`src/rtl/multdiv_pkg.sv`:
```
`default_nettype none
// ============================================================================
// Module      : multdiv_pkg
// Description : Shared types and constants for the multiply/divide unit.
// Revision    : 1.0 - initial release
// ============================================================================
package multdiv_pkg;

    localparam int DEFAULT_DATA_WIDTH = 32;

    localparam logic [31:0] INT_MIN = 32'h8000_0000;

    typedef enum logic [1:0] {
        IDLE = 2'd0,
        MUL  = 2'd1,
        DIV  = 2'd2,
        DONE = 2'd3
    } state_t;

endpackage
`default_nettype wire

```
`src/rtl/multdiv_if.sv`:
```
`default_nettype none
// ============================================================================
// Module      : multdiv_if
// Description : Core-side start/operand/result bundle of the multiply/divide
//               unit. The core is the master, the unit is the slave.
// Revision    : 1.0 - initial release
// ============================================================================
interface multdiv_if #(
    parameter int DATA_WIDTH = 32
) ();

    logic                  ctrl_MULT;
    logic                  ctrl_DIV;
    logic [DATA_WIDTH-1:0] data_operandA;
    logic [DATA_WIDTH-1:0] data_operandB;
    logic [DATA_WIDTH-1:0] data_result;
    logic                  data_exception;
    logic                  data_resultRDY;

    modport master (
        output ctrl_MULT, ctrl_DIV, data_operandA, data_operandB,
        input  data_result, data_exception, data_resultRDY
    );

    modport slave (
        input  ctrl_MULT, ctrl_DIV, data_operandA, data_operandB,
        output data_result, data_exception, data_resultRDY
    );

endinterface
`default_nettype wire

```
`src/rtl/multdiv_counter.sv`:
```
`default_nettype none
// ============================================================================
// Module      : multdiv_counter
// Description : 6-bit iteration counter with clear and enable; flags the
//               final iteration.
// Revision    : 1.0 - initial release
// ============================================================================
module multdiv_counter #(
    parameter int LAST = 31
) (
    input  wire logic clock,
    input  wire logic reset,
    input  wire logic clr,
    input  wire logic en,
    output logic      last
);

    logic [5:0] count_q;
    logic [5:0] count_d;

    // Clear has priority over counting so a restart always begins at zero
    always_comb begin
        count_d = count_q;
        if (clr) begin
            count_d = 6'd0;
        end else if (en) begin
            count_d = count_q + 6'd1;
        end
    end

    // Count register
    always_ff @(posedge clock) begin
        if (reset) begin
            count_q <= 6'd0;
        end else begin
            count_q <= count_d;
        end
    end

    assign last = (count_q == 6'(LAST));

endmodule
`default_nettype wire

```
`src/rtl/multdiv_unit.sv`:
```
`default_nettype none
// ============================================================================
// Module      : multdiv_unit
// Description : Multicycle signed multiply (radix-2 Booth) and divide
//               (restoring, on magnitudes) with fixed DATA_WIDTH+1 latency.
// Revision    : 1.0 - initial release
// ============================================================================
module multdiv_unit
    import multdiv_pkg::*;
#(
    parameter int DATA_WIDTH = DEFAULT_DATA_WIDTH
) (
    input  wire logic clock,
    input  wire logic reset,
    multdiv_if.slave  bus
);

    localparam int W = DATA_WIDTH;
    localparam logic [W-1:0] C_INT_MIN = {1'b1, {(W-1){1'b0}}};

    state_t            state_q, state_d;
    // Booth register: {acc (W+1 bits, guards the most-negative multiplicand), multiplier, q-1}
    logic [2*W+1:0]    booth_q, booth_d;
    logic [W-1:0]      mcand_q, mcand_d;
    logic [W-1:0]      rem_q, rem_d;
    logic [W-1:0]      quo_q, quo_d;
    logic [W-1:0]      dvsr_q, dvsr_d;
    logic              div_neg_q, div_neg_d;
    logic              div_exc_q, div_exc_d;
    logic [W-1:0]      result_q, result_d;
    logic              exception_q, exception_d;

    logic              w_start_mul, w_start_div, w_start;
    logic              w_busy, w_rdy, w_last;
    logic [W:0]        w_acc, w_mcand_ext, w_sum;
    logic [2*W+1:0]    w_booth_step;
    logic [W:0]        w_rem_sh, w_diff;
    logic [W-1:0]      w_rem_step, w_quo_step;
    logic [W:0]        w_prod_hi;
    logic [W-1:0]      w_abs_a, w_abs_b;

    // Multiply wins when both starts arrive together
    assign w_start_mul = bus.ctrl_MULT;
    assign w_start_div = bus.ctrl_DIV & ~bus.ctrl_MULT;
    assign w_start     = bus.ctrl_MULT | bus.ctrl_DIV;

    multdiv_counter #(.LAST(W - 1)) u_counter (
        .clock (clock),
        .reset (reset),
        .clr   (w_start),
        .en    (w_busy),
        .last  (w_last)
    );

    // State register
    always_ff @(posedge clock) begin
        if (reset) begin
            state_q <= IDLE;
        end else begin
            state_q <= state_d;
        end
    end

    // Next state: a start restarts from any state
    always_comb begin
        state_d = state_q;
        if (w_start_mul) begin
            state_d = MUL;
        end else if (w_start_div) begin
            state_d = DIV;
        end else begin
            case (state_q)
                MUL, DIV: if (w_last) state_d = DONE;
                DONE:     state_d = IDLE;
                default:  state_d = IDLE;
            endcase
        end
    end

    // FSM outputs
    always_comb begin
        w_busy = (state_q == MUL) || (state_q == DIV);
        w_rdy  = (state_q == DONE);
    end

    // One Booth step and one restoring-division step, evaluated every cycle
    always_comb begin
        w_acc       = booth_q[2*W+1:W+1];
        w_mcand_ext = {mcand_q[W-1], mcand_q};
        case (booth_q[1:0])
            2'b01:   w_sum = w_acc + w_mcand_ext;
            2'b10:   w_sum = w_acc - w_mcand_ext;
            default: w_sum = w_acc;
        endcase
        w_booth_step = {w_sum[W], w_sum, booth_q[W:1]};
        w_prod_hi    = w_booth_step[2*W:W];

        w_rem_sh = {rem_q, quo_q[W-1]};
        w_diff   = w_rem_sh - {1'b0, dvsr_q};
        if (!w_diff[W]) begin
            w_rem_step = w_diff[W-1:0];
            w_quo_step = {quo_q[W-2:0], 1'b1};
        end else begin
            w_rem_step = w_rem_sh[W-1:0];
            w_quo_step = {quo_q[W-2:0], 1'b0};
        end

        w_abs_a = bus.data_operandA[W-1] ? -bus.data_operandA : bus.data_operandA;
        w_abs_b = bus.data_operandB[W-1] ? -bus.data_operandB : bus.data_operandB;
    end

    // Datapath next values: load on start, iterate while busy, capture on the last step
    always_comb begin
        booth_d     = booth_q;
        mcand_d     = mcand_q;
        rem_d       = rem_q;
        quo_d       = quo_q;
        dvsr_d      = dvsr_q;
        div_neg_d   = div_neg_q;
        div_exc_d   = div_exc_q;
        result_d    = result_q;
        exception_d = exception_q;
        if (w_start_mul) begin
            booth_d = {{(W+1){1'b0}}, bus.data_operandB, 1'b0};
            mcand_d = bus.data_operandA;
        end else if (w_start_div) begin
            rem_d     = '0;
            quo_d     = w_abs_a;
            dvsr_d    = w_abs_b;
            div_neg_d = bus.data_operandA[W-1] ^ bus.data_operandB[W-1];
            div_exc_d = (bus.data_operandB == '0) ||
                        ((bus.data_operandA == C_INT_MIN) && (bus.data_operandB == '1));
        end else if (state_q == MUL) begin
            booth_d = w_booth_step;
            if (w_last) begin
                result_d    = w_booth_step[W:1];
                exception_d = !((w_prod_hi == '0) || (w_prod_hi == '1));
            end
        end else if (state_q == DIV) begin
            rem_d = w_rem_step;
            quo_d = w_quo_step;
            if (w_last) begin
                if (div_exc_q) begin
                    result_d = '0;
                end else begin
                    result_d = div_neg_q ? -w_quo_step : w_quo_step;
                end
                exception_d = div_exc_q;
            end
        end
    end

    // Datapath and output registers
    always_ff @(posedge clock) begin
        if (reset) begin
            booth_q     <= '0;
            mcand_q     <= '0;
            rem_q       <= '0;
            quo_q       <= '0;
            dvsr_q      <= '0;
            div_neg_q   <= 1'b0;
            div_exc_q   <= 1'b0;
            result_q    <= '0;
            exception_q <= 1'b0;
        end else begin
            booth_q     <= booth_d;
            mcand_q     <= mcand_d;
            rem_q       <= rem_d;
            quo_q       <= quo_d;
            dvsr_q      <= dvsr_d;
            div_neg_q   <= div_neg_d;
            div_exc_q   <= div_exc_d;
            result_q    <= result_d;
            exception_q <= exception_d;
        end
    end

    assign bus.data_result    = result_q;
    assign bus.data_exception = exception_q;
    assign bus.data_resultRDY = w_rdy;

endmodule
`default_nettype wire

```
`src/flat_wrapper.sv`:
```
// flat-port wrapper written by rule: the top's interface ports become plain ports
module multdiv_unit_flat import multdiv_pkg::*;
#(
    parameter int DATA_WIDTH = DEFAULT_DATA_WIDTH
)
  (clock, reset, bus_ctrl_MULT, bus_ctrl_DIV, bus_data_operandA, bus_data_operandB, bus_data_result, bus_data_exception, bus_data_resultRDY);
  multdiv_if #(.DATA_WIDTH(DATA_WIDTH)) bus_i ();
  input  wire logic clock;
  input  wire logic reset;
  input wire logic [$bits(bus_i.ctrl_MULT)-1:0] bus_ctrl_MULT;
  input wire logic [$bits(bus_i.ctrl_DIV)-1:0] bus_ctrl_DIV;
  input wire logic [$bits(bus_i.data_operandA)-1:0] bus_data_operandA;
  input wire logic [$bits(bus_i.data_operandB)-1:0] bus_data_operandB;
  output wire logic [$bits(bus_i.data_result)-1:0] bus_data_result;
  output wire logic [$bits(bus_i.data_exception)-1:0] bus_data_exception;
  output wire logic [$bits(bus_i.data_resultRDY)-1:0] bus_data_resultRDY;
  assign bus_i.ctrl_MULT = bus_ctrl_MULT;
  assign bus_i.ctrl_DIV = bus_ctrl_DIV;
  assign bus_i.data_operandA = bus_data_operandA;
  assign bus_i.data_operandB = bus_data_operandB;
  assign bus_data_result = bus_i.data_result;
  assign bus_data_exception = bus_i.data_exception;
  assign bus_data_resultRDY = bus_i.data_resultRDY;
  multdiv_unit #(.DATA_WIDTH(DATA_WIDTH)) u_core (.clock(clock), .reset(reset), .bus(bus_i));
endmodule
```
`config.mk`:
```
export PLATFORM = sky130hd
export DESIGN_NAME = multdiv_unit_flat
export DESIGN_NICKNAME = d
export VERILOG_FILES = /design/src/rtl/multdiv_pkg.sv /design/src/rtl/multdiv_if.sv /design/src/rtl/multdiv_counter.sv /design/src/rtl/multdiv_unit.sv /design/src/flat_wrapper.sv
export SDC_FILE = /design/constraint.sdc
export NUM_CORES = 1
export LEC_CHECK = 0
export CORE_MARGIN = 3
export CORE_UTILIZATION = 62
export CTS_BUF_LIST = sky130_fd_sc_hd__clkbuf_4 sky130_fd_sc_hd__clkbuf_8
export DETAILED_ROUTE_END_ITERATION = 12
export HOLD_SLACK_MARGIN = 0.1
export PLACE_DENSITY = 0.83
export SLEW_MARGIN = 0
export SYNTH_ARGS = -nofsm -noshare
export SYNTH_HDL_FRONTEND = slang
export SYNTH_SLANG_ARGS = --single-unit
export TNS_END_PERCENT = 20
```
`constraint.sdc`:
```
create_clock -name clock -period 6.41 [get_ports clock]
set_input_delay 0.9615 -clock clock [delete_from_list [all_inputs] [get_ports clock]]
set_output_delay 0.9615 -clock clock [all_outputs]
set_load 0.1 [all_outputs]
```
==> flow_metrics.py <==
metrics = {
    "clocking": {
        "clk-insertion-delay-late_ns": 0.57,
        "clkSlewWorstSetupHoldPaths_ns": 0.06,
        "numClockSinks": 236,
        "cts_root_buf": "clkbuf_8",
        "cts_hold_buf": 0,
        "h-tree-depth": 2,
        "clockBufferDepth": 3,
        "cts_buffers": 42,
        "cts_tree": "yes",
        "cts_setup_buffers": 0,
        "cts_repair_resize_count": 0,
    },
    "floorplanning": {
        "io_pins": 102,
        "die_y_um": 169.4,
        "start_util_pct": 63.38,
        "rows": 59,
        "die_w_um": 169.4,
        "core_um2": 26130,
        "dieArea_um2": 28710,
    },
    "sta": {
        "worst_slew_pin_slew_ns": 1.182,
        "hold-worst-slack_ns": 0.4607,
        "fmax_mhz": 184.2,
        "fin_crit_sh_pct": 84.70,
        "slew_violations": 0,
        "setup_viol": 0,
        "rsz0062_at_grt": "no",
        "fin_ws_ns": 0.9807,
        "finalSetupTns_ns": 0,
        "skew_ns": 0.03162,
        "hold_viol": 0,
        "finalCriticalPeriod_ns": 5.429,
        "maxSlewHeadroom_pct": 21.05,
    },
    "job": {
        "maxCapViolCount": 0,
    },
    "run_status": {
        "status": "complete, no violations",
    },
    "drt": {
        "vias": 16768,
        "drt_iter0_drc": 1562,
        "drc_errors": 0,
        "ant_nets": 0,
        "dr.pass1.iters": 6,
        "routedWlPerCell_um": 20.10,
        "routed_wl_um": 51750,
        "via_per_inst": 6.514,
    },
    "grt": {
        "grt_pass1_vias": 15564,
        "grt_max_degree": 99,
        "antenna_found_initial": 0,
        "grt_pass1_wl_um": 81790,
        "grt_overflow": 0,
        "grt_usage_pct": 34.80,
    },
    "placement": {
        "gp_congestion": 0.9760,
        "pre_cts_ws_ns": 1.106,
        "placed_area_um2": 17630,
        "io_buffers": 101,
        "dp_hpwl_um": 37350,
    },
    "logic_synthesis": {
        "netlist_area_um2": 16560,
        "synth_top_area_cell": "dfxtp_1",
        "ys.flop_type": "dfxtp_1",
        "synth_edf_count": 0,
        "synth_top_area_share_pct": 28.53,
        "yosys-top-cells-area": "dfxtp_1, nor2_1, mux2i_1",
        "syn_avg_cell_area_um2": 7.597,
        "synth_seq_area_share_pct": 28.53,
        "ys_warn_count": 0,
        "synthArstFlopShare_pct": 0,
        "syn_inst": 2180,
        "synth_nets": 2324,
        "ys_ff_latch": 236,
        "yosysUniqueCellTypes": 75,
    },
    "cells_and_area": {
        "antenna_cells": 0,
        "nNetsFinal": 2349,
        "finalInstanceArea_um2": 18520,
        "layout_commonest_cell": "nor2_1",
        "final_cell_mix": "nor2_1, dfxtp_1, nand2_1, a21oi_1",
        "drive_above_1_share_pct": 5.717,
        "area_growth_pct": 11.83,
    },
    "power": {
        "power_w": 0.004129,
        "p_per_area_nw_per_um2": 222.9,
        "vdd_drop_max_uv": 249.4,
        "leakagePower_nw": 6.803,
    },
    "critical_path": {
        "crit_fanout": 9,
        "crit_buf_inv": 0,
        "crit_type": "register to register",
        "required_ns": 6.84,
        "arrival_ns": 5.86,
        "path_cells": "or3_1 > nor4_1 > nand2_1 > nor2_1 > a21oi_1 > xnor2_1 > ha_1 > a21oi_1 > o21ai_0 > a211o_1 > a21oi_1 > nor4_1 > a211o_1 > nor2_1 > nand2_1 > or4_1 > nor4_1 > a31oi_1",
        "crit_family": "simple AND/OR/NAND/NOR gates",
        "start_kind": "register",
        "max_stage_delay_ns": 0.59,
        "cp-end-kind": "register",
        "cpMaxStageDelayCell": "nor4_1",
    },
    "min_path": {
        "min_path_type": "register to register",
    },
}
## cells by family after synthesis
kind of cell / Yosys count / synth area share (%)
xor gates and xnor gates: 142 / 7.509
and+or+nand+nor: 818 / 23.00
adders and majority gates: 76 / 5.832
AOI/OAI and AO/OA: 599 / 24.29
buffers and inverters: 208 / 4.729
muxes: 101 / 6.112
DFF: 236 / 28.53
## worst register-to-register path, delay by kind of cell (launching register included)
kind | cells | cell delay [ns]
AND/OR/NAND/NOR | 9 | 2.43
XOR/XNOR | 1 | 0.30
AO/OA/AOI/OAI | 7 | 1.84
flip-flops | 1 | 0.35
adder cells (fa/ha/maj) | 1 | 0.39
## cells in the mapped netlist (all sizes together), types with 26 or more instances
| cell type | instances |
|---|---|
| inv | 72 |
| xnor2 | 101 |
| nor3 | 50 |
| ha | 74 |
| a21o | 29 |
| dfxtp | 236 |
| nor2 | 336 |
| a31oi | 26 |
| a311oi | 34 |
| o21ai | 100 |
| clkbuf | 113 |
| nand2 | 196 |
| xor2 | 41 |
| a211oi | 91 |
| a21oi | 156 |
| or3 | 38 |
| mux2i | 100 |
## layer usage
layer  vias to the layer above  GRT usage (%)  part of all wire (%)
met3                       122          4.635                   7.3
met5                         -              0                     0
met4                         0          13.48                   3.8
met1                      7947          46.40                    43
li1                       7976              -                     -
met2                       723          57.62                    46
## power by group
group	leakage, nW	total, W	switching [W]	internal [W]
Combinational	4.40	0.00103	0.000626	0.000399
Sequential	1.93	0.00161	0.0000793	0.00153
Clock	0.478	0.00149	0.000677	0.000818
Total	6.80	0.00413	0.00138	0.00275
## state kept, by name, summed over array words and instances (netlist names)
register	cells
u_core.booth_q	65
u_core.bus.data_exception	1
u_core.bus.data_result	32
u_core.div_exc_q	1
u_core.div_neg_q	1
u_core.dvsr_q	32
u_core.mcand_q	32
u_core.quo_q	32
u_core.rem_q	32
u_core.state_q	2
u_core.u_counter.count_q	6
## worst paths after layout
path	depth (start not counted)	slack [ns]	to	from
worst max-delay path	18	0.98	u_core.bus.data_exception	u_core.mcand_q[2]
worst min-delay path	2	0.46	u_core.dvsr_q[31]	u_core.dvsr_q[31]
worst max register to register	18	0.98	u_core.bus.data_exception	u_core.mcand_q[2]
worst min register to register	2	0.46	u_core.dvsr_q[31]	u_core.dvsr_q[31]
## through the flow
stage	std cells	util, %
6_report	2574	70.88
5_1_grt	2574	70.88
4_1_cts	2574	70.88
3_5_place_dp	2496	67.47
3_3_place_gp	2496	67.47
2_1_floorplan	2180	-
## final cells by class
type                            count  area (um2)
Tap cell                          335       419.2
Fill cell                        2175        7611
Multi-Input combinational cell   1736       11090
Timing Repair Buffer              117        1126
Inverter                           72       270.3
Clock buffer                       63       767.0
Sequential cell                   236        4725
Clock inverter                     15       122.6
Power figures use the tool's default switching activity.
